<file path="src/rtl/uart_tx_fifo.sv">
// uart_tx_fifo: byte FIFO feeding a UART transmitter through a launch FSM.
// Host writes bytes; the FSM pops one per frame and pulses tx_start.
//
// Ports:
//   clk, rst       clock, synchronous active-high reset
//   wr_en, wr_data host byte write strobe and data
//   full, empty    registered occupancy flags
//   count          registered occupancy 0..DEPTH
//   overflow       sticky: a write arrived while full and was dropped
//   tx_data        byte presented to the transmitter
//   tx_start       one-cycle launch pulse
//   tx_busy        transmitter frame in progress
//   tx_done        transmitter frame-complete pulse
module uart_tx_fifo #(
  parameter int DEPTH = 16,
  parameter int CNT_W = 5
) (
  input  logic             clk,
  input  logic             rst,
  input  logic             wr_en,
  input  logic [7:0]       wr_data,
  output logic             full,
  output logic             empty,
  output logic [CNT_W-1:0] count,
  output logic             overflow,
  output logic [7:0]       tx_data,
  output logic             tx_start,
  input  logic             tx_busy,
  input  logic             tx_done
);

  localparam int AW = $clog2(DEPTH);

  localparam logic [AW-1:0] PTR_ONE = AW'(1);
  localparam logic [CNT_W-1:0] CNT_ONE = CNT_W'(1);
  localparam logic [CNT_W-1:0] CNT_FULL = CNT_W'(DEPTH);
  localparam logic [CNT_W-1:0] CNT_ZERO = '0;

  typedef enum logic [1:0] {
    IDLE      = 2'd0,
    LAUNCH    = 2'd1,
    WAIT_DONE = 2'd2
  } state_t;

  state_t state;
  state_t state_n;

  logic [7:0]       mem [DEPTH];
  logic [AW-1:0]    wr_ptr;
  logic [AW-1:0]    rd_ptr;
  logic [CNT_W-1:0] count_n;
  logic             wr_ok;
  logic             pop;

  // full is the registered flag, so a write in the same cycle as a
  // pop from a full FIFO is still dropped.
  assign wr_ok = wr_en && !full;

  always_comb begin
    state_n = state;
    pop     = 1'b0;
    unique case (state)
      IDLE: begin
        if (!empty && !tx_busy) begin
          pop     = 1'b1;
          state_n = LAUNCH;
        end
      end
      LAUNCH: begin
        state_n = WAIT_DONE;
      end
      WAIT_DONE: begin
        if (tx_done) begin
          state_n = IDLE;
        end
      end
      default: begin
        state_n = IDLE;
      end
    endcase
  end

  always_comb begin
    count_n = count;
    unique case ({wr_ok, pop})
      2'b10:   count_n = count + CNT_ONE;
      2'b01:   count_n = count - CNT_ONE;
      default: count_n = count;
    endcase
  end

  assign tx_start = (state == LAUNCH);

  always_ff @(posedge clk) begin
    if (rst) begin
      state    <= IDLE;
      wr_ptr   <= '0;
      rd_ptr   <= '0;
      count    <= '0;
      empty    <= 1'b1;
      full     <= 1'b0;
      overflow <= 1'b0;
      tx_data  <= 8'h00;
    end else begin
      state <= state_n;
      count <= count_n;
      empty <= (count_n == CNT_ZERO);
      full  <= (count_n == CNT_FULL);
      if (wr_ok) begin
        wr_ptr <= wr_ptr + PTR_ONE;
      end
      if (wr_en && full) begin
        overflow <= 1'b1;
      end
      if (pop) begin
        tx_data <= mem[rd_ptr];
        rd_ptr  <= rd_ptr + PTR_ONE;
      end
    end
  end

  // Storage needs no reset: the pointers define what is valid.
  always_ff @(posedge clk) begin
    if (!rst && wr_ok) begin
      mem[wr_ptr] <= wr_data;
    end
  end

endmodule

</file>
<file path="config.mk">
export PLATFORM = sky130hd
export DESIGN_NAME = uart_tx_fifo
export DESIGN_NICKNAME = d
export VERILOG_FILES = /design/src/rtl/uart_tx_fifo.sv
export SDC_FILE = /design/constraint.sdc
export NUM_CORES = 1
export LEC_CHECK = 0
export ABC_CLOCK_PERIOD_IN_PS = 2700
export BUFFER_PORTS_ARGS = -buffer_cell sky130_fd_sc_hd__buf_4
export CELL_PAD_IN_SITES_DETAIL_PLACEMENT = 0
export CELL_PAD_IN_SITES_GLOBAL_PLACEMENT = 2
export CORE_ASPECT_RATIO = 1.2
export CORE_MARGIN = 8
export CORE_UTILIZATION = 46
export CTS_CLUSTER_SIZE = 24
export DETAILED_ROUTE_END_ITERATION = 8
export PLACE_DENSITY_LB_ADDON = 0.1
export SLEW_MARGIN = 20
export SYNTH_ARGS = -nofsm -noshare
export SYNTH_HDL_FRONTEND = slang
export SYNTH_SLANG_ARGS = --single-unit
</file>
<file path="constraint.sdc">
create_clock -name clk -period 2.7 [get_ports clk]
set_input_delay 0.27 -clock clk [delete_from_list [all_inputs] [get_ports clk]]
set_output_delay 0.27 -clock clk [all_outputs]
set_load 0.02 [all_outputs]
</file>
**Yosys cells after proc, flatten, opt, wreduce, memory -nomap -nowiden**

Memories as Yosys holds them, arrays and structs flattened. A register that Yosys moved wholly into a read port is not among the register bits.
Index checks and enable logic that the tools add are counted.

- Register bits: 18
- RAM bits: 128
- Logic and storage cells: 38
- Memories: 1

- Add/sub/neg operators: 4
- Eq/ne operators: 7
- Multiplexer cells: 8
- Reductions and logical operators: 11

Memories:

| name | words | width | rd ports | clocked after memory_dff | write ports | line | source |
|---|---|---|---|---|---|---|---|
| mem | 16 | 8 | 1 | 1 | 1 | 48 | `logic [7:0] mem [DEPTH];` |

Operators by type and width:

| cell | number |
|---|---|
| 5-bit case mux with 2 select lines | 1 |
| 4-bit by 1-bit adder with 4-bit output (second input constant) | 2 |
| 2-bit case mux with 3 select lines | 1 |
| 5-bit by 1-bit adder with 5-bit output (second input constant) | 1 |
| 5-bit == test (second input constant) | 1 |
| 5-bit zero test | 1 |
| 5-bit by 1-bit subtractor with 5-bit output (second input constant) | 1 |
| 2-bit by 1-bit == test with 1-bit output (second input constant) | 2 |
| 2-bit == test (second input constant) | 2 |
| 1-bit logical AND | 4 |
| 1-bit zero test | 4 |
| 1-bit two-way mux | 4 |
| 2-bit two-way mux | 2 |
| 2-bit inequality test (second input constant) | 2 |
| 2-bit zero test | 1 |
| 2-bit AND reduction | 1 |

**Logic depth before layout (Yosys ltp)**

- Depth in word-level cells: 7
- Gate-level depth with buffers: 10
- Depth with buffers taken out: 9

**Least setup slack after synthesis**

Ideal clock, no wire load.

- Path type: reg2reg
- From: register state[1]
- To: register empty
- Library setup time: 0.135 ns
- Arrival: 2.090 ns
- Path slack: 0.474 ns
- Stages on the path, launching flop included: 10
- Path buffers: 0
- Clock period less this slack: 2.226 ns
- Path through: dfxtp_1 or4_4 nor2_8 xor2_1 ha_1 and4b_1 a221oi_2 a211oi_2 xor2_1 o31ai_1

- Cells in the longest elaborated chain, start to end: 5
- Elaborated cells on any way between the ends: 6
- Those cells by class: eq/ne (2); mux (2); reduce/logical (2)

RTL lines:

| item | line | source |
|---|---|---|
| start, declared | 45 | `state_t state;` |
| start signal, assigned | 105 | `state <= state_n;` |
| 2-bit zero test * | 62 | `unique case (state)` |
| 1-bit two-way mux * | 62 |  |
| 2-bit by 1-bit == test with 1-bit output / 2-bit == test (equally long branches) | 85 | `unique case ({wr_ok, pop})` |
| 5-bit case mux with 2 select lines * | 85 |  |
| 5-bit zero test * | 107 | `empty <= (count_n == CNT_ZERO);` |
| end signal, assigned | 107 |  |
| end, declared | 23 | `output logic empty,` |

Every way passes the cells marked *; elsewhere a longest branch is shown, timed or not.
A chain may end at the register's enable or synchronous reset.

**Worst setup path in the final report**

- From: register state[1]
- To: register full

- Cells in the longest elaborated chain, start to end: 5
- Elaborated cells on any way between the ends: 6
- Those cells by class: eq/ne (3); mux (2); reduce/logical (1)

RTL lines:

| item | line | source |
|---|---|---|
| 2-bit zero test * | 62 |  |
| 1-bit two-way mux * | 62 |  |
| 2-bit by 1-bit == test with 1-bit output / 2-bit == test (equally long branches) | 85 |  |
| 5-bit case mux with 2 select lines * | 85 |  |
| 5-bit == test * | 108 | `full <= (count_n == CNT_FULL);` |
| end signal, assigned | 108 |  |
| end, declared | 22 | `output logic full,` |

Marks and branches as above.

==> flow_summary.ini <==
[clock_tree]
cts-resized-gates = 0
clk_path_buf_depth = 2
cts_tree = built
clk_pin_slew_worst_paths_ns = 0.07
holdBufCountCts = 0
cts_buffers = 17
cts_setup_buffers = 0
clockRootBuffer = clkbuf_16
clk_latency_ns = 0.42
cts.sinks = 154
cts-htree-levels = 4

[floorplanning]
rows = 46
die_area_sq_um = 17200
dieHeight_microns = 142
start_util = 0.466
core_sq_um = 13100
fp.dieW_microns = 121
io_pins = 30

[worst_setup_path]
path_cells = or4_4 -> clkinv_2 -> ha_1 -> nor3b_1 -> o21ai_0 -> a211oi_2 -> xnor2_1 -> nor4_1
cp_max_fo = 12
worstPathArrival_ns = 2.81
slowest_delay_ns = 0.66
cp_top_family = simple AND/OR/NAND/NOR gates
criticalPathCategory = flip-flop to flip-flop
reg2reg_slack_ns = 0.21
critPathBufInv = 1
reg2reg_to = full$_SDFF_PP0_
ff2ff_path_depth = 8
slowest_stage = or4_4
worst_setup_path_start_kind = flip-flop
cp_data_required_time_ns = 3.02
end_kind = flip-flop
regToRegStartpoint = state[1]$_SDFFE_PP0P_

[hold_path]
holdCritStartpoint = wr_en
hp-class = primary input to flip-flop
hold_depth = 3
hold_path_end = overflow$_SDFFE_PP0P_

[drt]
first_iter_violations = 159
routedWlPerCell_microns = 22.4
drc = 0
totalWireLength_microns = 13000
detailroute.via_count = 3175
drt_first_pass_iters = 4
postRouteAntennaNets = 0
viasPerCell = 5.47

[outcome]
outcome = finished clean

[global_routing]
grt_pass1_wl_microns = 20300
grt_pass1_vias = 3431
grt_remaining_overflow = 0
antenna_found_initial = 0
grt_max_degree = 24
grt_util_all_layers = 0.163

[synth]
synth_cells = 349
synth_area_leader_cell = edfxtp_1
synth_nets = 369
netlist.area_leader.share = 0.631
yosys-top-cells-count = edfxtp_1 (128), mux4_2 (32), nor2_1 (30)
synth-seq-cells = 154
synth-edff-count = 128
syn-cell-area_sq_um = 6090
yosys_warnings = 0
yosysUniqueCellTypes = 37
yosys.cell_count.top_type = edfxtp_1
synthArstFlopShare = 0
ys_top_cells_by_area = edfxtp_1 (63%), mux4_2 (12%), dfxtp_1 (8.6%), a22oi_1 (2.0%), nor2_1 (1.8%)
synth_flop_cell = edfxtp_1
synth-seq-area-share = 0.717
syn_avg_cell_area_sq_um = 17.4

[layout]
multi_input_area_sq_um = 1610
antenna_cells = 0
num-fill-cells = 1045
area_delta_synth_final_pct = 18.2
drive_above_1_share = 0.313
layout.nets = 419
regArea_sq_um = 4370

[sta]
fmax_ghz = 0.401
setup_viol = 0
hold_slack_ns = 0.0897
final-max-slew-violation-count = 0
period_share = 0.922
worst_pin_slew_ns = 0.726
max-slew-margin-rel = 0.514
hold_viol_final = 0
fin_setup_tns_ns = 0
clock_skew_ns = 0.00963
rsz0062_at_grt = no
period_needed_ns = 2.49

[power]
leakage_nw = 2.46
clockPowerShare = 0.379
power.density_nw_per_um2 = 827
swShare = 0.270
intPower_w = 0.00435
p_sw_w = 0.00161
power_frac_seq = 0.465
combPwrFrac = 0.156
total_power_w = 0.00595
vdd_drop_max_mv = 0.442

[run]
max_cap_viol_count = 0

[placed_design]
numPortBuffers = 29
gp_congestion = 0.820
dp_hpwl_microns = 8990
## per-stage QoR
step	std cells	setup WS (ns)	area, sq um	utilization
after detailed placement	548	0.181	6630	0.507
after floorplan	349	0.474	6090	-
after global placement	548	0.226	6630	0.507
after global routing	580	0.0399	7200	0.551
after CTS	580	0.181	7200	0.551
final	580	0.209	7200	0.551
## layout make-up
type,count,area share
inverter,8,0.00435
clock inverter,15,0.0203
tap,168,0.0292
clock buffer,17,0.0591
timing repair buffer,51,0.0567
multi-input combinational,167,0.224
sequential,154,0.607
## power by group through the flow
stage | combinational [W] | sequential [W] | clock, W
2_1_floorplan | 0.000610 | 0.00282 | 0
3_3_place_gp | 0.000949 | 0.00282 | 0
3_5_place_dp | 0.000948 | 0.00282 | 0
4_1_cts | 0.000951 | 0.00277 | 0.00231
5_1_grt | 0.00101 | 0.00278 | 0.00241
6_report | 0.000931 | 0.00277 | 0.00226
## logic make-up after synthesis
group	count (synthesis)	synth area share
AOI/OAI and AO/OA	46	0.0541
muxes	33	0.120
adders and majority gates	7	0.0144
xor gates and xnor gates	13	0.0210
buffers and inverters	28	0.0185
DFF	154	0.717
and+or+nand+nor	68	0.0551
## how the worst max path moves through the flow
| stage | start | endpoint | slack [ns] | cells after the start |
|---|---|---|---|---|
| 3_3_place_gp | tx_busy | empty$_SDFF_PP1_ | 0.23 | 9 |
| 4_1_cts | state[1]$_SDFFE_PP0P_ | full$_SDFF_PP0_ | 0.18 | 8 |
| 5_1_grt | state[1]$_SDFFE_PP0P_ | full$_SDFF_PP0_ | 0.04 | 8 |
| 2_1_floorplan | state[1]$_SDFFE_PP0P_ | empty$_SDFF_PP1_ | 0.47 | 9 |
| 3_5_place_dp | tx_busy | full$_SDFF_PP0_ | 0.18 | 9 |
| 6_report | state[1]$_SDFFE_PP0P_ | full$_SDFF_PP0_ | 0.21 | 8 |
## placed cells by master, fill, tap and decap left out, types with 2 or more instances in the layout
| cell type | n |
|---|---|
| mux4_2 | 32 |
| a22oi_1 | 16 |
| a21oi_1 | 15 |
| clkbuf_16 | 17 |
| buf_12 | 2 |
| ha_1 | 7 |
| inv_1 | 7 |
| xor2_1 | 7 |
| nand4_1 | 3 |
| inv_8 | 4 |
| nand2b_1 | 2 |
| nor2b_1 | 5 |
| and2_1 | 2 |
| dfxtp_1 | 25 |
| nor3_1 | 6 |
| nand2_1 | 13 |
| xnor2_1 | 5 |
| a31o_2 | 8 |
| buf_4 | 49 |
| nor2_1 | 30 |
| clkinvlp_4 | 2 |
| inv_6 | 7 |
| edfxtp_1 | 128 |
## state kept, by name, indices dropped and copies added (netlist names)
name / flops
full: 1
overflow: 1
rd_ptr: 4
wr_ptr: 4
tx_data: 8
count: 5
mem: 128
empty: 1
state: 2
## routing by layer
layer / share of wire / routed length (microns) / GRT usage / vias to the layer above
met4: 0.018 / 234 / 0.0665 / 0
met1: 0.42 / 5510 / 0.202 / 1625
met3: 0.037 / 478 / 0.0425 / 8
met5: 0 / 0 / 0 / -
li1: - / - / - / 1475
met2: 0.52 / 6770 / 0.265 / 67
## tightest hold or removal path: cells and delay by family
| kind | cells | cell delay [ns] |
|---|---|---|
| compound gates | 1 | 0.05 |
| simple gates | 1 | 0.07 |
| buf+inv | 1 | 0.08 |
Note: power is estimated with default switching activity, not from simulation.
